==> src/rtl/lag_window_if.sv <==
// Scratch-memory bus and start/done handshake between the lag-window engine and its host.
// master is the engine side; slave is the memory/sequencer side.
interface lag_window_if;
  logic        start;
  logic        done;
  logic [31:0] memOut;
  logic [11:0] readRequested;
  logic [11:0] writeRequested;
  logic [31:0] memIn;
  logic        memWrite;

  modport master (
    input  start,
    input  memOut,
    output done,
    output readRequested,
    output writeRequested,
    output memIn,
    output memWrite
  );

  modport slave (
    output start,
    output memOut,
    input  done,
    input  readRequested,
    input  writeRequested,
    input  memIn,
    input  memWrite
  );
endinterface

==> src/rtl/lag_window.sv <==
// G.729 lag window: r'[0]=r[0], r'[k]=Mpy_32(r[k], lag[k-1]) for k=1..10,
// streamed word by word over the single-port scratch-memory bus.
//
// state   | meaning
// S_IDLE  | waiting for start
// S_RD    | read address SRC_BASE+i presented
// S_LATCH | memory word captured into r
// S_MUL1  | three partial products registered
// S_MUL2  | saturated sum registered as write data
// S_WR    | one-cycle write to DST_BASE+i
// S_DONE  | frame complete, done high until next start
module lag_window #(
  parameter logic [11:0] SRC_BASE = 12'h100,
  parameter logic [11:0] DST_BASE = 12'h180
) (
  input  logic         clk,
  input  logic         reset,
  lag_window_if.master bus
);

  typedef enum logic [2:0] {
    S_IDLE, S_RD, S_LATCH, S_MUL1, S_MUL2, S_WR, S_DONE
  } state_t;

  state_t      state, state_n;
  logic [3:0]  idx, idx_n;
  logic [31:1] r_q;
  logic [31:0] p0_q;
  logic [15:0] m1_q, m2_q;

  logic [11:0] rd_addr, wr_addr;
  logic [31:0] wr_data;
  logic        wr_en, done_q;

  logic [3:0]         rom_idx;
  logic [15:0]        coef_h, coef_l;
  logic signed [31:0] hi_x, lo_x, ch_x, cl_x;
  logic signed [31:0] prod_hh, prod_hl, prod_lh;
  logic [31:0]        p0_c, sum1_c, sum2_c;
  logic [15:0]        m1_c, m2_c;

  function automatic logic [15:0] rom_h(input logic [3:0] j);
    case (j)
      4'd0:    rom_h = 16'd32728;
      4'd1:    rom_h = 16'd32619;
      4'd2:    rom_h = 16'd32438;
      4'd3:    rom_h = 16'd32187;
      4'd4:    rom_h = 16'd31867;
      4'd5:    rom_h = 16'd31480;
      4'd6:    rom_h = 16'd31029;
      4'd7:    rom_h = 16'd30517;
      4'd8:    rom_h = 16'd29946;
      4'd9:    rom_h = 16'd29321;
      default: rom_h = 16'd0;
    endcase
  endfunction

  function automatic logic [15:0] rom_l(input logic [3:0] j);
    case (j)
      4'd0:    rom_l = 16'd11904;
      4'd1:    rom_l = 16'd17280;
      4'd2:    rom_l = 16'd30720;
      4'd3:    rom_l = 16'd25856;
      4'd4:    rom_l = 16'd24192;
      4'd5:    rom_l = 16'd28992;
      4'd6:    rom_l = 16'd24384;
      4'd7:    rom_l = 16'd7360;
      4'd8:    rom_l = 16'd19520;
      4'd9:    rom_l = 16'd14784;
      default: rom_l = 16'd0;
    endcase
  endfunction

  // Overflow shows up as disagreement between the two top bits of a 33-bit sum.
  function automatic logic [31:0] sat32(input logic signed [32:0] v);
    if (v[32] != v[31]) sat32 = v[32] ? 32'h8000_0000 : 32'h7FFF_FFFF;
    else                sat32 = v[31:0];
  endfunction

  function automatic logic [15:0] sat16(input logic signed [31:0] v);
    if (v > 32'sd32767)       sat16 = 16'h7FFF;
    else if (v < -32'sd32768) sat16 = 16'h8000;
    else                      sat16 = v[15:0];
  endfunction

  // Window entries are all below 32768, so they are positive as 16-bit signed.
  always_comb begin
    rom_idx = idx - 4'd1;
    coef_h  = rom_h(rom_idx);
    coef_l  = rom_l(rom_idx);
    hi_x    = {{16{r_q[31]}}, r_q[31:16]};
    lo_x    = {17'd0, r_q[15:1]};
    ch_x    = {16'd0, coef_h};
    cl_x    = {16'd0, coef_l};
    prod_hh = hi_x * ch_x;
    prod_hl = hi_x * cl_x;
    prod_lh = lo_x * ch_x;
    p0_c    = sat32({prod_hh, 1'b0});
    m1_c    = sat16(prod_hl >>> 15);
    m2_c    = sat16(prod_lh >>> 15);
    sum1_c  = sat32($signed({p0_q[31], p0_q}) + $signed({{16{m1_q[15]}}, m1_q, 1'b0}));
    sum2_c  = sat32($signed({sum1_c[31], sum1_c}) + $signed({{16{m2_q[15]}}, m2_q, 1'b0}));
  end

  always_comb begin
    state_n = state;
    idx_n   = idx;
    case (state)
      S_IDLE:  if (bus.start) begin state_n = S_RD; idx_n = 4'd0; end
      S_RD:    state_n = S_LATCH;
      S_LATCH: state_n = (idx == 4'd0) ? S_WR : S_MUL1;
      S_MUL1:  state_n = S_MUL2;
      S_MUL2:  state_n = S_WR;
      S_WR: begin
        if (idx == 4'd10) state_n = S_DONE;
        else begin
          state_n = S_RD;
          idx_n   = idx + 4'd1;
        end
      end
      S_DONE:  if (bus.start) begin state_n = S_RD; idx_n = 4'd0; end
      default: state_n = S_IDLE;
    endcase
  end

  always_ff @(posedge clk or posedge reset) begin
    if (reset) begin
      state   <= S_IDLE;
      idx     <= 4'd0;
      r_q     <= '0;
      p0_q    <= '0;
      m1_q    <= '0;
      m2_q    <= '0;
      rd_addr <= '0;
      wr_addr <= '0;
      wr_data <= '0;
      wr_en   <= 1'b0;
      done_q  <= 1'b0;
    end else begin
      state <= state_n;
      idx   <= idx_n;
      if (state == S_LATCH) r_q <= bus.memOut[31:1];
      if (state == S_MUL1) begin
        p0_q <= p0_c;
        m1_q <= m1_c;
        m2_q <= m2_c;
      end
      if (state_n == S_RD) rd_addr <= SRC_BASE + {8'd0, idx_n};
      // Write strobe, address and data live only for the WR cycle; r[0] bypasses the multiplier.
      wr_en   <= (state_n == S_WR);
      wr_addr <= (state_n == S_WR) ? DST_BASE + {8'd0, idx} : 12'd0;
      if (state_n == S_WR) wr_data <= (state == S_LATCH) ? bus.memOut : sum2_c;
      else                 wr_data <= 32'd0;
      done_q <= (state_n == S_DONE);
    end
  end

  assign bus.readRequested  = rd_addr;
  assign bus.writeRequested = wr_addr;
  assign bus.memIn          = wr_data;
  assign bus.memWrite       = wr_en;
  assign bus.done           = done_q;

endmodule
==> src/flat_wrapper.sv <==
// flat-port wrapper written by rule: the top's interface ports become plain ports
module lag_window_flat 
#(
  parameter logic [11:0] SRC_BASE = 12'h100,
  parameter logic [11:0] DST_BASE = 12'h180
)
  (clk, reset, bus_start, bus_memOut, bus_done, bus_readRequested, bus_writeRequested, bus_memIn, bus_memWrite);
  lag_window_if bus_i ();
  input  logic clk;
  input  logic reset;
  input wire logic [$bits(bus_i.start)-1:0] bus_start;
  input wire logic [$bits(bus_i.memOut)-1:0] bus_memOut;
  output wire logic [$bits(bus_i.done)-1:0] bus_done;
  output wire logic [$bits(bus_i.readRequested)-1:0] bus_readRequested;
  output wire logic [$bits(bus_i.writeRequested)-1:0] bus_writeRequested;
  output wire logic [$bits(bus_i.memIn)-1:0] bus_memIn;
  output wire logic [$bits(bus_i.memWrite)-1:0] bus_memWrite;
  assign bus_i.start = bus_start;
  assign bus_i.memOut = bus_memOut;
  assign bus_done = bus_i.done;
  assign bus_readRequested = bus_i.readRequested;
  assign bus_writeRequested = bus_i.writeRequested;
  assign bus_memIn = bus_i.memIn;
  assign bus_memWrite = bus_i.memWrite;
  lag_window #(.SRC_BASE(SRC_BASE), .DST_BASE(DST_BASE)) u_core (.clk(clk), .reset(reset), .bus(bus_i));
endmodule
==> config.mk <==
export PLATFORM = sky130hd
export DESIGN_NAME = lag_window_flat
export DESIGN_NICKNAME = d
export VERILOG_FILES = /design/src/rtl/lag_window_if.sv /design/src/rtl/lag_window.sv /design/src/flat_wrapper.sv
export SDC_FILE = /design/constraint.sdc
export NUM_CORES = 2
export LEC_CHECK = 0
export BUFFER_PORTS_ARGS = -buffer_cell sky130_fd_sc_hd__buf_2
export CAP_MARGIN = 20
export CORE_UTILIZATION = 55
export CTS_BUF_LIST = sky130_fd_sc_hd__clkbuf_8
export DETAILED_ROUTE_END_ITERATION = 7
export HOLD_SLACK_MARGIN = 0.08
export PLACE_DENSITY = 0.83
export SYNTH_ARGS = -nofsm -noshare
export SYNTH_HDL_FRONTEND = slang
export SYNTH_SLANG_ARGS = --single-unit
==> constraint.sdc <==
create_clock -name clk -period 8.67 [get_ports clk]
set_input_delay 0.867 -clock clk [delete_from_list [all_inputs] [get_ports clk]]
set_output_delay 0.867 -clock clk [all_outputs]
set_load 0.02 [all_outputs]
==> results.md <==
- Status: completed
- Initial Utilization: a little under three fifths
- Most frequent cells in the layout: inv_1 (590), nand2_1 (478), fa_1 (451), ha_1 (389), a21oi_1 (223)
- R2R Path End: u_core.p0_q[25]
- Io pins: 93
- Multi-input logic area: 0.0237 mm^2
- Clock transition at the registers of the reported paths: ~90 ps
- Worst rel slew slack: 33.2%
- Syn Area/Cell: 8.55 um^2
- Worst hold stages: 2
- Fill count: 4538
- Iteration-0 DRC count of the detailed router: 2281
- DR pass1 iterations: 6
- Hold EP: u_core.bus.readRequested[2]
- Core Footprint: ~0.054 mm^2
- Top cell type's share of synthesized area: 30.0%
- Worst-Margin Slew: 990 ps
- CP Capture Type: flip-flop
- Vias: approximately 25000
- Critical Path AT: 8730 ps
- Min cycle time layout: 8300 ps
- Number of global-route vias before repair: 24800
- First-pass GRT wire length: 132 mm
- Final Core Density: 59.2%
- RSZ-0062 raised after global routing: false
- IO buf count: just under 80
- CTS HTree Levels: 4
- Post-Synthesis Cells: 3520
- Die Span X: 236 um
- CTS Root Cell: clkbuf_8
- Library cells used by synthesis: 82
- Commonest non-fill, non-tap cell in the layout: inv_1
- Synth warn: 0
- Clk_lat worst skew: roughly 510 ps
- Mapped Area: 0.0301 mm^2
- Critical-path maximum fanout: 30
- ANT nets after route: 0
- CTS tree: yes
- Maxcap violations: 0
- Register area: ~0.0036 mm^2
- Vias per cell: 5.78
- Async SR Flop Fraction: 100%
- Largest stage delay, worst path: 580 ps
- Row count: between 80 and 90
- CP max stage cell: fa_1
- Fmax: 0.121 GHz
- Final Max Slew Viols: 0
- Crit path launch type: flip-flop
- Critical register-to-register path startpoint: u_core.idx[1]
- Die Height: 236 um
- DRC viols: 0
- Critical Path Start: u_core.idx[1]
- Number of flops mapped to enable cells by yosys: 0
- FF-to-FF setup slack: between 300 and 400 ps
- Die area: between 0.05 and 0.06 mm^2
- WP data required: 9110 ps
- GRT Overall Usage: between 30 and 40%
- DP Area: 0.0314 mm^2
- Area growth syn-to-layout: 5.99%
- Synth Register Bits: 145
- Setup CP Type: reg2reg
- Post-Route WL: 82.0 mm
- CP dominant cell by count: fa_1
- Layout net count: 4425
- Register area share after synthesis: about an eighth
- Final HPWL DP: 67.0 mm
- Area leader, netlist: fa_1
- Fraction of layout cells with a size suffix above 1: 7.81%
- Largest net degree at the start of global routing: 85
- Design Area, Final: 0.0319 mm^2
- Top cells by area, synth: fa_1 (30%), ha_1 (16%), dfrtp_1 (12%)
- Final Skew: 13.0 ps
- Initial antenna violation count: 1
- Primary FF master, synth: dfrtp_1
- Setup violations, final: 0
- Min-Delay Path Class: reg2reg
- CTS Buffer Depth: 2
- CTS Buf Count: 17
- Drt wl/cell: 19.3 um
- Hold path startpoint: u_core.bus.readRequested[2]
- Reg2reg path depth: 34
- Diode count: 0
- Tcrit/Tclk final: 95.7%
- Final GP Congestion: 1.00
- Cts hold-fix bufs: 0
- Total count of hold-check failures in the final report: 0
- Grt ovf: 0
- Clock sink count: about 150
==> routing by layer <==
layer | up-vias | GRT usage [%] | part of all wire, % | routed length [um]
met3 | 203 | 5.08 | 8.5 | 6950
li1 | 11200 | - | - | -
met5 | - | 0 | 0 | 0
met4 | 0 | 13.3 | 4.8 | 3900
met2 | 1089 | 48.2 | 47 | 38100
met1 | 12100 | 40.3 | 40 | 33000
==> registers in the layout (all words and copies together), names as in the netlist <==
| name | flops |
|---|---|
| u_core.m2_q | 16 |
| u_core.bus.readRequested | 5 |
| u_core.bus.memIn | 32 |
| u_core.bus.done | 1 |
| u_core.idx | 4 |
| u_core.p0_q | 32 |
| u_core.m1_q | 16 |
| u_core.state | 3 |
| u_core.bus.writeRequested | 5 |
| u_core.r_q | 31 |
==> Yosys cell counts, drive strengths merged (44+ instances only) <==
master and number:
inv 593, nand2 480, fa 451, ha 391
a21oi 228, and2 209, o21ai 202, clkbuf 145
dfrtp 145, nor2 145, xnor2 59, a21o 57
xor2 44
==> metrics by stage <==
| stage | setup slack [ps] | hold WS, ps | TNS [ps] | instances |
|---|---|---|---|---|
| after floorplan | 76.0 | 445 | 0 | 3532 |
| after global placement | -24.6 | 457 | -457 | 4221 |
| after detailed placement | -209 | 466 | -4520 | 4221 |
| after CTS | 58.0 | 487 | 0 | 4253 |
| after global routing | 9.02 | 513 | 0 | 4257 |
| final | 374 | 483 | 0 | 4257 |
==> repair_timing <==
action                     4_1_cts  5_1_grt
setup buffers                    0        3
gates resized for setup          1       28
cloned                           0        1
pin swaps                        0        1
setup endpoints to repair       30       44
==> area by class of cell <==
class / instances / share of cell area, %
clock buffer: 17 / 0.734
timing repair buffer: 174 / 3.53
sequential: 145 / 11.4
multi-input combinational: 2617 / 74.3
inverter: 593 / 7.00
tap: 696 / 2.73
clock inverter: 15 / 0.380
==> worst max path at each step <==
stage	to	depth (start not counted)	slack, ps
floorplan	u_core.p0_q[10]	34	80
global placement	u_core.p0_q[2]	33	-20
detailed placement	u_core.p0_q[17]	33	-210
CTS	u_core.p0_q[17]	33	60
global route	u_core.p0_q[5]	31	9
finish	u_core.p0_q[25]	34	370
==> worst max-delay path: cells and delay by family, from the launching register on <==
kind	cells	cell delay, ps
adder cells (fa/ha/maj)	10	4160
AO/OA/AOI/OAI	9	1580
AND/OR/NAND/NOR	6	1190
buffers and inverters	8	720
flip-flops	1	410
XOR/XNOR	1	160
==> cell families after synthesis <==
kind of cell / count (synthesis) / synth area share (%)
other: 2 / 0.0250
AOI/OAI and AO/OA: 633 / 12.6
xor gates and xnor gates: 103 / 3.02
DFF: 145 / 12.1
and+or+nand+nor: 1019 / 15.9
adders and majority gates: 845 / 46.4
buffers and inverters: 771 / 9.96
muxes: 2 / 0.0665
Power is left out: the tool's default activity adds up to more than one toggle a clock period on the data nets, which glitch-free logic cannot reach.
